==> src/rtl/fifo_pkg.sv <==
// Shared definitions for the FIFO read-side stream adapter.
//   DSIZE_DEF   : default data word width
//   CNT_W       : width of the optional accepted-word counter
//   buf_state_e : occupancy of the two-entry head/skid buffer
package fifo_pkg;

  localparam int unsigned DSIZE_DEF = 8;
  localparam int unsigned CNT_W     = 16;

  typedef enum logic [1:0] {
    Empty = 2'd0,
    One   = 2'd1,
    Two   = 2'd2
  } buf_state_e;

endpackage

==> src/rtl/fifo_rd_stream.sv <==
// FIFO read-port to valid/ready stream adapter.
//
// Pops words from an asynchronous FIFO read port (rempty/rdata/rinc) into a two-entry
// head/skid register buffer and presents them as a valid/ready stream. The pop strobe
// depends only on registered state and rempty, so m_ready never reaches rinc
// combinationally; the skid entry absorbs the word already in flight when the
// downstream stalls.
//
// Ports:
//   rclk      in   read-domain clock
//   rrst_n    in   asynchronous active-low reset
//   rempty    in   FIFO empty flag
//   rdata     in   FIFO head word, valid while rempty=0
//   rinc      out  FIFO pop strobe
//   m_valid   out  stream valid
//   m_ready   in   stream accept
//   m_data    out  stream data, driven from the head register
//   rd_count  out  accepted-word counter (only with FIFO_RD_STREAM_CNT_EN)
//
// Build option: define FIFO_RD_STREAM_CNT_EN to add the rd_count port and counter.
module fifo_rd_stream
  import fifo_pkg::*;
#(
  parameter int unsigned DSIZE = DSIZE_DEF
) (
  input  logic             rclk,
  input  logic             rrst_n,
  input  logic             rempty,
  input  logic [DSIZE-1:0] rdata,
  output logic             rinc,
  output logic             m_valid,
  input  logic             m_ready,
  output logic [DSIZE-1:0] m_data
`ifdef FIFO_RD_STREAM_CNT_EN
  ,
  output logic [CNT_W-1:0] rd_count
`endif
);

  buf_state_e       state_q, state_d;
  logic [DSIZE-1:0] head_q, head_d;
  logic [DSIZE-1:0] skid_q, skid_d;
  // Holds rinc low until the first clock edge after reset release.
  logic             arm_q;

  logic push;
  logic pop;

  assign rinc    = arm_q & ~rempty & (state_q != Two);
  assign m_valid = (state_q != Empty);
  assign m_data  = head_q;

  assign push = rinc;
  assign pop  = m_valid & m_ready;

  always_comb begin
    state_d = state_q;
    head_d  = head_q;
    skid_d  = skid_q;
    unique case (state_q)
      Empty: begin
        if (push) begin
          head_d  = rdata;
          state_d = One;
        end
      end
      One: begin
        if (push && pop) begin
          // Head leaves and is refilled on the same edge.
          head_d = rdata;
        end else if (push) begin
          skid_d  = rdata;
          state_d = Two;
        end else if (pop) begin
          state_d = Empty;
        end
      end
      Two: begin
        // rinc is low in Two, so only a pop can occur here.
        if (pop) begin
          head_d  = skid_q;
          state_d = One;
        end
      end
      default: begin
        state_d = Empty;
      end
    endcase
  end

  always_ff @(posedge rclk or negedge rrst_n) begin
    if (!rrst_n) begin
      state_q <= Empty;
      head_q  <= '0;
      skid_q  <= '0;
      arm_q   <= 1'b0;
    end else begin
      state_q <= state_d;
      head_q  <= head_d;
      skid_q  <= skid_d;
      arm_q   <= 1'b1;
    end
  end

`ifdef FIFO_RD_STREAM_CNT_EN
  logic [CNT_W-1:0] cnt_q;

  always_ff @(posedge rclk or negedge rrst_n) begin
    if (!rrst_n) begin
      cnt_q <= '0;
    end else if (pop) begin
      cnt_q <= cnt_q + 1'b1;
    end
  end

  assign rd_count = cnt_q;
`endif

endmodule

==> config.mk <==
export PLATFORM = sky130hd
export DESIGN_NAME = fifo_rd_stream
export DESIGN_NICKNAME = d
export VERILOG_FILES = /design/src/rtl/fifo_pkg.sv /design/src/rtl/fifo_rd_stream.sv
export SDC_FILE = /design/constraint.sdc
export NUM_CORES = 1
export LEC_CHECK = 0
export BUFFER_PORTS_ARGS = -buffer_cell sky130_fd_sc_hd__buf_2
export CAP_MARGIN = 5
export CORE_ASPECT_RATIO = 1.1
export CORE_MARGIN = 4
export CORE_UTILIZATION = 27
export CTS_CLUSTER_SIZE = 12
export DETAILED_ROUTE_END_ITERATION = 7
export GPL_ROUTABILITY_DRIVEN = 0
export PLACE_DENSITY_LB_ADDON = 0.2
export SYNTH_ARGS = -nofsm -noshare
export SYNTH_HDL_FRONTEND = slang
export SYNTH_SLANG_ARGS = --single-unit
==> constraint.sdc <==
create_clock -name rclk -period 3.9 [get_ports rclk]
set_clock_uncertainty 0.05 [all_clocks]
set_input_delay 0.195 -clock rclk [delete_from_list [all_inputs] [get_ports rclk]]
set_output_delay 0.195 -clock rclk [all_outputs]
set_load 0.005 [all_outputs]
==> metrics.yaml <==
grt:
  overflow: 0
  grt_pass1_vias: 607
  track_usage: 0.0970
  grt_start_max_net_pins: 20
  grt_pass1_wl_um: 2860
  antenna_found_initial: 0
power:
  p_seq_frac: 0.575
  total_power_mw: 0.497
  clkPwrFrac: 0.201
  comb_power_share: 0.224
  powerDensity_mw_per_mm2: 497
  switching_share: 0.278
  vdd.ir_drop.worst_mv: 0.230
  leakage_nw: 0.444
  p_int_mw: 0.359
  p_sw_mw: 0.138
final_layout:
  mostFrequentLayoutCells: "buf_2 (21), dfrtp_1 (19), or3_1 (8), o221a_2 (8), mux2_1 (8)"
  mostFrequentLayoutCell: "buf_2"
  nets: 98
  area_growth_pct: 21.1
  regArea_um2: 475
  drive_gt1_frac: 0.424
  num_antenna_cells: 0
  fill_cells: 306
  multiInputGateArea_um2: 340
clock_network:
  numClockSinks: 19
  cts_resized: 0
  cts_tree: "yes"
  cts_root_buf: "clkbuf_4"
  insertion_delay_ns: 0.29
  numCtsBuffers: 3
  cts_hold_buffers: 1
  clk_pin_slew_ns: 0.11
  cts_setup_buffers: 0
  cts.path.max_buffers: 2
  cts_max_level: 1
logic_synthesis:
  synth_top_area_share: 0.576
  ys_seq_area_frac: 0.576
  yosys-top-cells-area: "dfrtp_1 (58%), mux2_1 (11%), o221a_2 (11%)"
  ys_seq_elements: 19
  synth_xor_area_frac: 0
  synth_largest_area_cell: "dfrtp_1"
  yosysUniqueCellTypes: 19
  ys_warn_count: 0
  synth_top_family_by_area: "compound AO/OA/AOI/OAI gates"
  syn_avg_cell_area_um2: 13.5
  synthesis.nets: 73
  synth-compound-area-share: 0.148
  synthCells: 61
  synthAdderAreaFrac: 0
  synth_simple_gate_area_share: 0.138
  muxShareOfSynthArea: 0.121
  syn-cell-area_um2: 826
floorplan:
  fp.dieArea_mm2: 0.00401
  num_rows: 20
  ios: 22
  core_mm2: 0.00285
  start_util: 0.289
  die_y_um: 66
  die_width_um: 60.7
timing:
  fin_crit_ns: 1.68
  hold_violations: 0
  slew_viol_final: 0
  layout_setup_ws_ns: 2.22
  period_share: 0.430
  max_freq_ghz: 0.596
  fin_setup_tns_ns: 0
  rsz0062_at_grt: "no"
  hold-worst-slack_ns: 0.0514
  setup_viol: 0
route:
  ant_nets: 0
  dr.pass1.iters: 4
  wl_um: 1700
  viasPerCell: 4.94
  drt_iter0_drc: 16
  route.detailed.drc: 0
  vias: 583
  post_drt_wl_per_cell_um: 14.4
setup_path:
  worstPathRequired_ns: 4.03
  worst_setup_path_start_kind: "register"
  crit_path_max_fanout: 8
  crit_type: "reg2reg"
  crit_path_end_kind: "register"
  cp.arrival_ns: 1.81
status:
  status: "finished clean"
min_path:
  hold_class: "in2reg"
place:
  dp_hpwl_um: 1230
  port_buffers: 21
  dpl_worst_slack_ns: 2.22
flow_run:
  max_cap_violations: 0
## flip-flops by register name, indices dropped and copies added (netlist names)
signal,flops
arm_q,1
state_q,2
m_data,8
skid_q,8
## synth_stat cells
cell and count:
conb_1 1, or3b_1 1, nand3b_1 1, and2b_1 1, or2_2 1, o221a_2 8
nor2b_1 1, o22ai_1 1, mux2_1 8, mux2i_1 1, nand2b_1 1, buf_2 2
nor3b_1 1, dfrtp_1 19, nor2_1 2, a21oi_1 2, nand2_2 1, o21ai_4 1
or3_1 8
## routing by layer
metal	up-vias	wire length, um	track usage
met3	2	132	0.0469
met4	0	16	0.0163
met2	21	770	0.155
met1	283	782	0.119
li1	277	-	-
met5	-	0	0
## kinds of logic after synthesis
logic type | count (synthesis)
DFF | 19
and+or+nand+nor | 18
AOI/OAI and AO/OA | 12
muxes | 9
buffers and inverters | 2
other | 1
## per-stage QoR
step | utilization | std cells | cell area (um^2)
finish | 0.350 | 118 | 1000
global route | 0.350 | 118 | 1000
CTS | 0.350 | 118 | 1000
detailed placement | 0.337 | 113 | 962
global placement | 0.337 | 113 | 962
floorplan | - | 61 | 826
## final cells by class
class	count	area share
multi-input cells	40	0.340
clock inverters	1	0.00501
repair buffers	22	0.115
well taps	33	0.0413
clock buffers	3	0.0225
flip-flops and latches	19	0.476
## power by group through the flow
stage	sequential, mW	clock [mW]	combinational [mW]
3_3_place_gp	0.288	0	0.113
5_1_grt	0.294	0.115	0.126
3_5_place_dp	0.291	0	0.114
4_1_cts	0.286	0.108	0.115
2_1_floorplan	0.285	0	0.0666
6_report	0.286	0.0998	0.112
## worst max-delay path, cell delays in order (launching register included)
cell     delay, ns
dfrtp_1       0.45
nor3b_1       0.43
nand2_2       0.26
mux2_1        0.37
## worst paths after layout
check                           slack (ns)  depth (start not counted)    endpoint        from
worst max-delay path                  2.22                          3   skid_q[7]  state_q[1]
worst min-delay path                  0.05                          2  state_q[1]     m_ready
min in group asynchronous             0.30                          2   m_data[2]      rrst_n
max in group asynchronous             3.21                          2  state_q[0]      rrst_n
worst min register to register        0.46                          1   skid_q[3]   skid_q[3]
worst max register to register        2.22                          3   skid_q[7]  state_q[1]
(Power assumes the default switching activity.)
